$ cat config.mk
export PLATFORM = sky130hd
export DESIGN_NAME = move_resolver
export DESIGN_NICKNAME = d
export VERILOG_FILES = /design/src/rtl/move_resolver.sv
export SDC_FILE = /design/constraint.sdc
export NUM_CORES = 1
export LEC_CHECK = 0
export BUFFER_PORTS_ARGS = -buffer_cell sky130_fd_sc_hd__buf_2
export CORE_UTILIZATION = 40
export DETAILED_ROUTE_END_ITERATION = 10
export GPL_TIMING_DRIVEN = 0
export PLACE_DENSITY = 0.69
export SYNTH_ARGS = -nofsm -noshare
export SYNTH_HDL_FRONTEND = slang
export SYNTH_SLANG_ARGS = --single-unit
$ cat constraint.sdc
create_clock -name clk -period 3.4 [get_ports clk]
set_input_delay 0.85 -clock clk [delete_from_list [all_inputs] [get_ports clk]]
set_output_delay 0.85 -clock clk [all_outputs]
set_load 0.05 [all_outputs]
$ cat src/rtl/move_resolver.sv
// Tile-map move resolver: checks a one-step move, pushes a box when
// possible, and answers every request with a single accept pulse.
module move_resolver #(
  parameter int MAP_W = 16,
  parameter int MAP_H = 16
) (
  input  logic       clk,
  input  logic       rstn,
  input  logic       ask_move,
  input  logic [3:0] ask_x,
  input  logic [3:0] ask_y,
  input  logic [3:0] cur_x,
  input  logic [3:0] cur_y,
  output logic       accept_move,
  output logic [3:0] goto_x,
  output logic [3:0] goto_y,
  output logic [7:0] map_addr,
  input  logic [2:0] map_rdata,
  output logic       map_we,
  output logic [2:0] map_wdata,
  output logic       push_done,
  output logic [9:0] step_cnt
);

  localparam logic [2:0] S_IDLE = 3'd0;
  localparam logic [2:0] S_WT   = 3'd1;
  localparam logic [2:0] S_CT   = 3'd2;
  localparam logic [2:0] S_WB   = 3'd3;
  localparam logic [2:0] S_CB   = 3'd4;
  localparam logic [2:0] S_WR   = 3'd5;
  localparam logic [2:0] S_DONE = 3'd6;

  localparam logic [4:0] W5 = 5'(MAP_W);
  localparam logic [4:0] H5 = 5'(MAP_H);

  logic [2:0] state_q, state_d;
  logic       acc_q, acc_d;
  logic [3:0] gx_q, gx_d, gy_q, gy_d;
  logic [7:0] addr_q, addr_d;
  logic       we_q, we_d;
  logic [2:0] wd_q, wd_d;
  logic       push_q, push_d;
  logic [9:0] cnt_q, cnt_d;
  logic [3:0] ax_q, ax_d, ay_q, ay_d;
  logic [3:0] cx_q, cx_d, cy_q, cy_d;
  logic signed [4:0] dx_q, dx_d, dy_q, dy_d;
  logic       tgoal_q, tgoal_d;

  logic signed [4:0] dx_c, dy_c, bx_c, by_c;
  logic       unit_c, tin_c, bin_c;
  logic [9:0] cnt_inc;

  assign dx_c = $signed({1'b0, ask_x}) - $signed({1'b0, cur_x});
  assign dy_c = $signed({1'b0, ask_y}) - $signed({1'b0, cur_y});

  assign unit_c =
    ((dx_c == 5'sd1 || dx_c == -5'sd1) && dy_c == 5'sd0) ||
    ((dy_c == 5'sd1 || dy_c == -5'sd1) && dx_c == 5'sd0);
  assign tin_c = ({1'b0, ask_x} < W5) && ({1'b0, ask_y} < H5);

  // 15+1 lands on 5'b10000, so the sign bit flags both edges
  assign bx_c = $signed({1'b0, ax_q}) + dx_q;
  assign by_c = $signed({1'b0, ay_q}) + dy_q;
  assign bin_c = !bx_c[4] && !by_c[4] &&
    ({1'b0, bx_c[3:0]} < W5) && ({1'b0, by_c[3:0]} < H5);

  assign cnt_inc = (cnt_q == 10'h3FF) ? cnt_q : cnt_q + 10'd1;

  always_comb begin
    state_d = state_q;
    acc_d   = 1'b0;
    we_d    = 1'b0;
    push_d  = 1'b0;
    gx_d    = gx_q;
    gy_d    = gy_q;
    addr_d  = addr_q;
    wd_d    = wd_q;
    cnt_d   = cnt_q;
    ax_d    = ax_q;
    ay_d    = ay_q;
    cx_d    = cx_q;
    cy_d    = cy_q;
    dx_d    = dx_q;
    dy_d    = dy_q;
    tgoal_d = tgoal_q;
    unique case (state_q)
      S_IDLE: begin
        if (ask_move) begin
          ax_d = ask_x;
          ay_d = ask_y;
          cx_d = cur_x;
          cy_d = cur_y;
          dx_d = dx_c;
          dy_d = dy_c;
          if (unit_c && tin_c) begin
            addr_d  = {ask_y, ask_x};
            state_d = S_WT;
          end else begin
            acc_d   = 1'b1;
            gx_d    = cur_x;
            gy_d    = cur_y;
            state_d = S_DONE;
          end
        end
      end
      S_WT: state_d = S_CT;
      S_CT: begin
        tgoal_d = (map_rdata == 3'd4);
        unique case (1'b1)
          (map_rdata == 3'd0 || map_rdata == 3'd2): begin
            acc_d   = 1'b1;
            gx_d    = ax_q;
            gy_d    = ay_q;
            cnt_d   = cnt_inc;
            state_d = S_DONE;
          end
          (map_rdata == 3'd3 || map_rdata == 3'd4) && bin_c: begin
            addr_d  = {by_c[3:0], bx_c[3:0]};
            state_d = S_WB;
          end
          default: begin
            acc_d   = 1'b1;
            gx_d    = cx_q;
            gy_d    = cy_q;
            state_d = S_DONE;
          end
        endcase
      end
      S_WB: state_d = S_CB;
      S_CB: begin
        if (map_rdata == 3'd0 || map_rdata == 3'd2) begin
          we_d    = 1'b1;
          wd_d    = (map_rdata == 3'd2) ? 3'd4 : 3'd3;
          state_d = S_WR;
        end else begin
          acc_d   = 1'b1;
          gx_d    = cx_q;
          gy_d    = cy_q;
          state_d = S_DONE;
        end
      end
      S_WR: begin
        we_d    = 1'b1;
        addr_d  = {ay_q, ax_q};
        wd_d    = tgoal_q ? 3'd2 : 3'd0;
        acc_d   = 1'b1;
        push_d  = 1'b1;
        gx_d    = ax_q;
        gy_d    = ay_q;
        cnt_d   = cnt_inc;
        state_d = S_DONE;
      end
      S_DONE: if (!ask_move) state_d = S_IDLE;
      default: state_d = S_IDLE;
    endcase
  end

  always_ff @(posedge clk or negedge rstn) begin
    if (!rstn) begin
      state_q <= S_IDLE;
      acc_q   <= 1'b0;
      gx_q    <= '0;
      gy_q    <= '0;
      addr_q  <= '0;
      we_q    <= 1'b0;
      wd_q    <= '0;
      push_q  <= 1'b0;
      cnt_q   <= '0;
      ax_q    <= '0;
      ay_q    <= '0;
      cx_q    <= '0;
      cy_q    <= '0;
      dx_q    <= '0;
      dy_q    <= '0;
      tgoal_q <= 1'b0;
    end else begin
      state_q <= state_d;
      acc_q   <= acc_d;
      gx_q    <= gx_d;
      gy_q    <= gy_d;
      addr_q  <= addr_d;
      we_q    <= we_d;
      wd_q    <= wd_d;
      push_q  <= push_d;
      cnt_q   <= cnt_d;
      ax_q    <= ax_d;
      ay_q    <= ay_d;
      cx_q    <= cx_d;
      cy_q    <= cy_d;
      dx_q    <= dx_d;
      dy_q    <= dy_d;
      tgoal_q <= tgoal_d;
    end
  end

  assign accept_move = acc_q;
  assign goto_x      = gx_q;
  assign goto_y      = gy_q;
  assign map_addr    = addr_q;
  assign map_we      = we_q;
  assign map_wdata   = wd_q;
  assign push_done   = push_q;
  assign step_cnt    = cnt_q;

endmodule

## Word level (Yosys, flattened, before mapping)

Index checks and enable logic that the tools add are counted.

| storage, ports and cells | value |
|---|---|
| output and inout port bits | 32 |
| RAM bits | 0 |
| word-level logic and storage cells | 104 |
| ROM bits | 0 |
| memories | 0 |
| latch bits | 0 |
| input port bits | 22 |
| register bits after elaboration | 62 |

| operators by class | value |
|---|---|
| div/mod/pow operators | 0 |
| equal/unequal tests | 23 |
| bitwise logic cells | 0 |
| muxes and demuxes | 35 |
| reductions and logical operators | 25 |
| $lt $le $gt $ge | 0 |
| multipliers | 0 |
| shift-type cells | 0 |
| add/sub/neg operators | 5 |

Operator list:

| cell | number |
|---|---|
| one-hot mux 4 bit (4 select lines) | 2 |
| 2-to-1 mux 4 bit | 6 |
| 2-to-1 mux 8 bit | 3 |
| one-hot mux 8 bit (3 select lines) | 1 |
| one-hot mux 3 bit (7 select lines) | 1 |
| 2-to-1 mux 10 bit | 2 |
| one-hot mux 10 bit (2 select lines) | 1 |
| 2-to-1 mux 3 bit | 6 |
| != test 2 bit, second input constant | 9 |
| one-hot mux 4 bit (2 select lines) | 2 |
| == test 3 x 2 -> 1 bit, second input constant | 4 |
| == test 3 bit, second input constant | 4 |
| adder 10 x 1 -> 10 bit, second input constant | 1 |
| adder 5 bit | 2 |
| == test 10 bit, second input constant | 1 |
| == test 5 x 1 -> 1 bit, second input constant | 2 |
| == test 5 x 2 -> 1 bit, second input constant | 2 |
| zero test 5 bit | 2 |
| subtractor 4 x 4 -> 5 bit | 2 |
| AND reduction 2 bit | 4 |
| zero test 3 bit | 2 |
| 2-to-1 mux 1 bit | 6 |
| one-hot mux 3 bit (2 select lines) | 1 |
| logical OR 1 bit | 5 |
| 11 further kinds | 17 |

## Logic depth before layout (Yosys ltp)

| depth | value |
|---|---|
| depth after elaboration | 8 |
| gate-level depth with buffers | 11 |
| mapped depth without buffers | 10 |

## Worst setup path after synthesis

Ideal clock, no wire load.

| timing | value |
|---|---|
| path type | input -> register |
| start | in ask_y[0] |
| end | reg addr_q[0], in the netlist map_addr[0] |
| arrival | 3012 ps |
| setup slack | 263 ps |
| buffers on the path | 0 |
| cell stages on the path | 9 |
| library setup time | 125 ps |
| required time | 3275 ps |
| path through | inv_1 > ha_1 > fa_1 > nor3b_1 > o221ai_1 > mux2i_1 > a32o_2 > o41ai_4 > mux2_2 |

| between the ends | value |
|---|---|
| longest elaborated chain between the ends | 7 |
| elaborated cells on any way between the ends | 10 |
| those cells by class | add/sub (1); eq/ne (3); reduce/logical (6) |

RTL lines:

| what | RTL line | text |
|---|---|---|
| from (decl) | 11 | `input logic [3:0] ask_y,` |
| subtractor 4 x 4 -> 5 bit * | 54 | `assign dy_c = $signed({1'b0, ask_y}) - $signed({1'b0, cur_y});` |
| == test 5 x 2 -> 1 bit / == test 5 x 1 -> 1 bit (equally long branches) | 58 | `((dy_c == 5'sd1 \|\| dy_c == -5'sd1) && dx_c == 5'sd0);` |
| logical OR 1 bit | 58 |  |
| logical AND 1 bit | 58 |  |
| logical OR 1 bit * | 57 | `((dx_c == 5'sd1 \|\| dx_c == -5'sd1) && dy_c == 5'sd0) \|\|` |
| != test 2 bit (no source line) * | -- |  |
| AND reduction 4 bit (no source line) * | -- |  |
| to (signal assigned) | 181 | `addr_q <= addr_d;` |
| to (decl) | 39 | `logic [7:0] addr_q, addr_d;` |

Mark *: on every way between the ends. The rest lies on a longest branch, timed or not.
A chain may end at the register's enable or synchronous reset.

## Worst setup path after layout

| timing | value |
|---|---|
| start | in ask_y[0] |
| end | reg addr_q[7], in the netlist map_addr[7] |

The elaborated chain is that of the path after synthesis.

==> flow_metrics.env <==
export IMPL_rr_startpoint="ax_q[0]"
export IMPL_insertedDiodeCount=0
export IMPL_clk_transition_reported_paths_ps=70
export IMPL_number_of_instances_in_the_synthesized_netlist=326
export IMPL_first_iter_violations=156
export IMPL_rrSetupSlack_ps=600
export IMPL_report_final_setup_viol=0
export IMPL_hold_path_class="reg2reg"
export IMPL_worstSetupPathType="in2reg"
export IMPL_timing_final_crit_share_pct=95.80
export IMPL_final_routed_wirelength_mm=8.158
export IMPL_mostFrequentLayoutCell="dfrtp_1"
export IMPL_synthFlopType="dfrtp_1"
export IMPL_finalNetCount=433
export IMPL_p_sw_mw=1.834
export IMPL_endpoint="map_addr[7]"
export IMPL_cellInternalPower_mw=2.096
export IMPL_drt_drc_violations_left=0
export IMPL_yosys_register_bits=62
export IMPL_cts_path_max_buffers=2
export IMPL_reg2regPathDepth=10
export IMPL_timing_worst_slew_pin_value_ps=917.1
export IMPL_synth_largest_area_cell="dfrtp_1"
export IMPL_total_leakage_power_nw=1.934
export IMPL_num_fill_cells=789
export IMPL_relSlewSlack_pct=38.86
export IMPL_cp_data_required_time_ps=3640
export IMPL_post_route_cell_area_mm2=0.003981
export IMPL_die_h_um=94.09
export IMPL_synth_distinct_cells=45
export IMPL_ffs_w_async_s_r_synth_pct=100.0
export IMPL_status="finished, final reports clean"
export IMPL_fp_coreArea_mm2=0.008217
export IMPL_ctsHtreeMaxLevel=3
export IMPL_synth_warning_count=0
export IMPL_pwr_share_clk_pct=16.3
export IMPL_dpl_instance_area_mm2=0.003791
export IMPL_final_max_slew_viol_count=0
export IMPL_postSynthNetCount=369
export IMPL_routability_cong=0.8995
export IMPL_ir_worst_vdd_v=0.0005159
export IMPL_syn_avg_cell_area_um2=10.40
export IMPL_number_of_ports_placed_on_the_die_boundary=54
export IMPL_finalClockSkew_ps=7.639
export IMPL_holdPathStages=2
export IMPL_critical_path_depth=10
export IMPL_number_of_antenna_violations_at_the_first_check_in_global_routing=0
export IMPL_io_buffer_count=53
export IMPL_period_minus_slack_ps=3257
export IMPL_cts_hold_buf=0
export IMPL_cts_repair_resize_count=0
export IMPL_number_of_maximum_capacitance_constraint_violations=0
export IMPL_dr_pass1_iters=7
export IMPL_tritoncts="built"
export IMPL_critical_path_endpoint_type="flop"
export IMPL_grt_max_degree=63
export IMPL_avgViaCountPerCell=5.524
export IMPL_cp_slowest_cell="o41ai_4"
export IMPL_overflow_left_after_global_routing=0
export IMPL_critPathArrivalTime_ps=3500
export IMPL_die_width_um=94.09
export IMPL_global_route_usage_total_pct=20.44
export IMPL_vias=2762
export IMPL_tritoncts_num_buffers=9
export IMPL_top_fanout_value_on_the_critical_path=8
export IMPL_clkSinkCount=62
export IMPL_final_setup_tns_ps=0
export IMPL_critPathLaunch="ask_y[0]"
export IMPL_p_comb_share_pct=51.6
export IMPL_synth_cell_area_mm2=0.003392
export IMPL_rows=33
export IMPL_worstReg2RegEnd="map_addr[7]"
export IMPL_synth_seq_area_share_pct=45.74
export IMPL_worst_path_buf_inv=2
export IMPL_fp_dieArea_mm2=0.008852
export IMPL_grt_pass1_vias=2741
export IMPL_cp_start_kind="input port"
export IMPL_clock_root_buffer="clkbuf_8"
export IMPL_synth_top_cells_by_area="dfrtp_1 46%, ha_1 6.3%, mux2_2 6.0%"
export IMPL_yosys_area_top_type_share_pct=45.74
export IMPL_seq_power_share_pct=32.1
export IMPL_worstPathCellList="buf_2 > inv_1 > ha_1 > fa_1 > nor3b_1 > o221ai_1 > mux2i_1 > a32o_2 > o41ai_4 > mux2_2"
export IMPL_power_switching_share_pct=46.66
export IMPL_grt_first_pass_wirelength_mm=13.47
export IMPL_synth_edf_count=0
export IMPL_unrepaired_setup_endpoints_after_global_routing="no"
export IMPL_worst_path_largest_cell_delay_ps=630
export IMPL_antenna_left=0
export IMPL_finalHoldViolCount=0
export IMPL_detailed_place_hpwl_mm=5.781
export IMPL_power_density_cell_area_mw_per_mm2=987.1
export IMPL_insertion_delay_ps=350
export IMPL_detail_route_wl_per_cell_um=16.32
export IMPL_mostFrequentLayoutCells="62 x dfrtp_1, 54 x buf_2, 45 x nand2_1, 27 x inv_1, 24 x o21ai_0"
export IMPL_achievable_frequency_ghz=0.3070
export IMPL_initial_core_util_pct=41.28
export IMPL_drive_above_1_share_pct=23.54
export IMPL_area_growth_pct=17.37
export IMPL_timing_critical_path_max_delay_family="compound AO/OA/AOI/OAI gates"
export IMPL_post_cts_buffers=0
==> worst reg2reg max path, stage by stage (launching register included) <==
cell       delay, ps
dfrtp_1          420
ha_1             260
inv_1             90
fa_1             190
nor2b_1           70
o21a_1           170
or3_1            320
a211oi_2         330
a2bb2oi_1        290
o41ai_4          230
mux2_2           320
==> registers in the layout (all words and copies together) (netlist names) <==
| signal | cells |
|---|---|
| dx_q | 5 |
| accept_move | 1 |
| map_we | 1 |
| goto_y | 4 |
| goto_x | 4 |
| cx_q | 4 |
| dy_q | 5 |
| map_wdata | 3 |
| map_addr | 8 |
| ax_q | 4 |
| step_cnt | 10 |
| state_q | 3 |
| ay_q | 4 |
| push_done | 1 |
| cy_q | 4 |
| tgoal_q | 1 |
==> kinds of logic (layout without fill, tap and decap cells) <==
kind of cell	after synthesis	count (layout)	synth area share [%]
AND/OR/NAND/NOR	91	91	12.73
AO/OA/AOI/OAI	71	71	15.35
flip-flops	62	62	45.74
buffers and inverters	37	106	4.279
multiplexers	28	28	8.927
adder cells (fa/ha/maj)	21	21	8.631
XOR/XNOR	16	16	4.353
==> Yosys cell counts, types with 2 or more instances <==
master,number
a222oi_1,9
mux2_2,18
o21ai_0,24
inv_1,27
nor3_1,4
buf_2,2
mux2i_1,10
nand3b_1,2
and4_1,2
nand3_1,5
xor2_1,6
nand4_1,4
and3_1,4
dfrtp_1,62
xnor2_1,9
nor3b_1,3
nand2_1,45
o31ai_1,3
o21a_1,4
a21o_1,2
nor2b_1,6
ha_1,17
a21oi_1,7
a221o_1,3
clkbuf_1,6
a22oi_1,4
nor2_1,11
a211oi_1,2
o221ai_1,5
nand2b_1,2
fa_1,4
==> worst min path at each step <==
| stage | startpoint | endpoint | slack, ps |
|---|---|---|---|
| 6_report | cx_q[2] | cx_q[2] | 500 |
| 5_1_grt | dx_q[3] | dx_q[3] | 520 |
| 4_1_cts | cx_q[3] | cx_q[3] | 490 |
| 3_5_place_dp | cx_q[3] | cx_q[3] | 480 |
| 3_3_place_gp | tgoal_q | tgoal_q | 460 |
| 2_1_floorplan | tgoal_q | tgoal_q | 450 |
==> stage by stage <==
step                      total power, mW  worst slack [ps]  std cells  utilization [%]  hold slack, ps
after CTS                           3.965             111.2        500            48.45           492.9
after global routing                4.211             4.077        500            48.45           519.0
final                               3.930             142.9        500            48.45           497.6
after detailed placement            3.307            -272.2        484            46.14           477.1
after global placement              3.233            -246.6        484            46.11           462.8
after floorplan                     2.787             263.4        326                -           449.7
==> power by group through the flow <==
stage	logic, mW	clock network (mW)	registers (mW)
detailed placement	2.03	0	1.28
finish	2.03	0.641	1.26
floorplan	1.05	0	1.74
CTS	2.04	0.660	1.26
global placement	1.98	0	1.26
global route	2.22	0.691	1.30
==> per-layer routing <==
layer | GRT usage, % | share of wire (%) | wire, um
met4 | 7.821 | 2.2 | 183
met5 | 0 | 0 | 0
met2 | 32.48 | 47 | 3811
met1 | 26.26 | 45 | 3652
met3 | 5.825 | 6.3 | 511
==> final cells by class <==
cell class              count  area, um^2  share of cell area [%]
clock buffers              10       127.6                   3.206
flip-flops and latches     62        1551                   38.97
well taps                 105       131.4                   3.300
multi-input cells         227        1695                   42.58
repair buffers             53       267.8                   6.725
inverters                  28       105.1                   2.640
clock inverters             6       62.56                   1.571
plain buffers               9       40.04                   1.006
No activity file was read; power rests on OpenSTA's default activity.
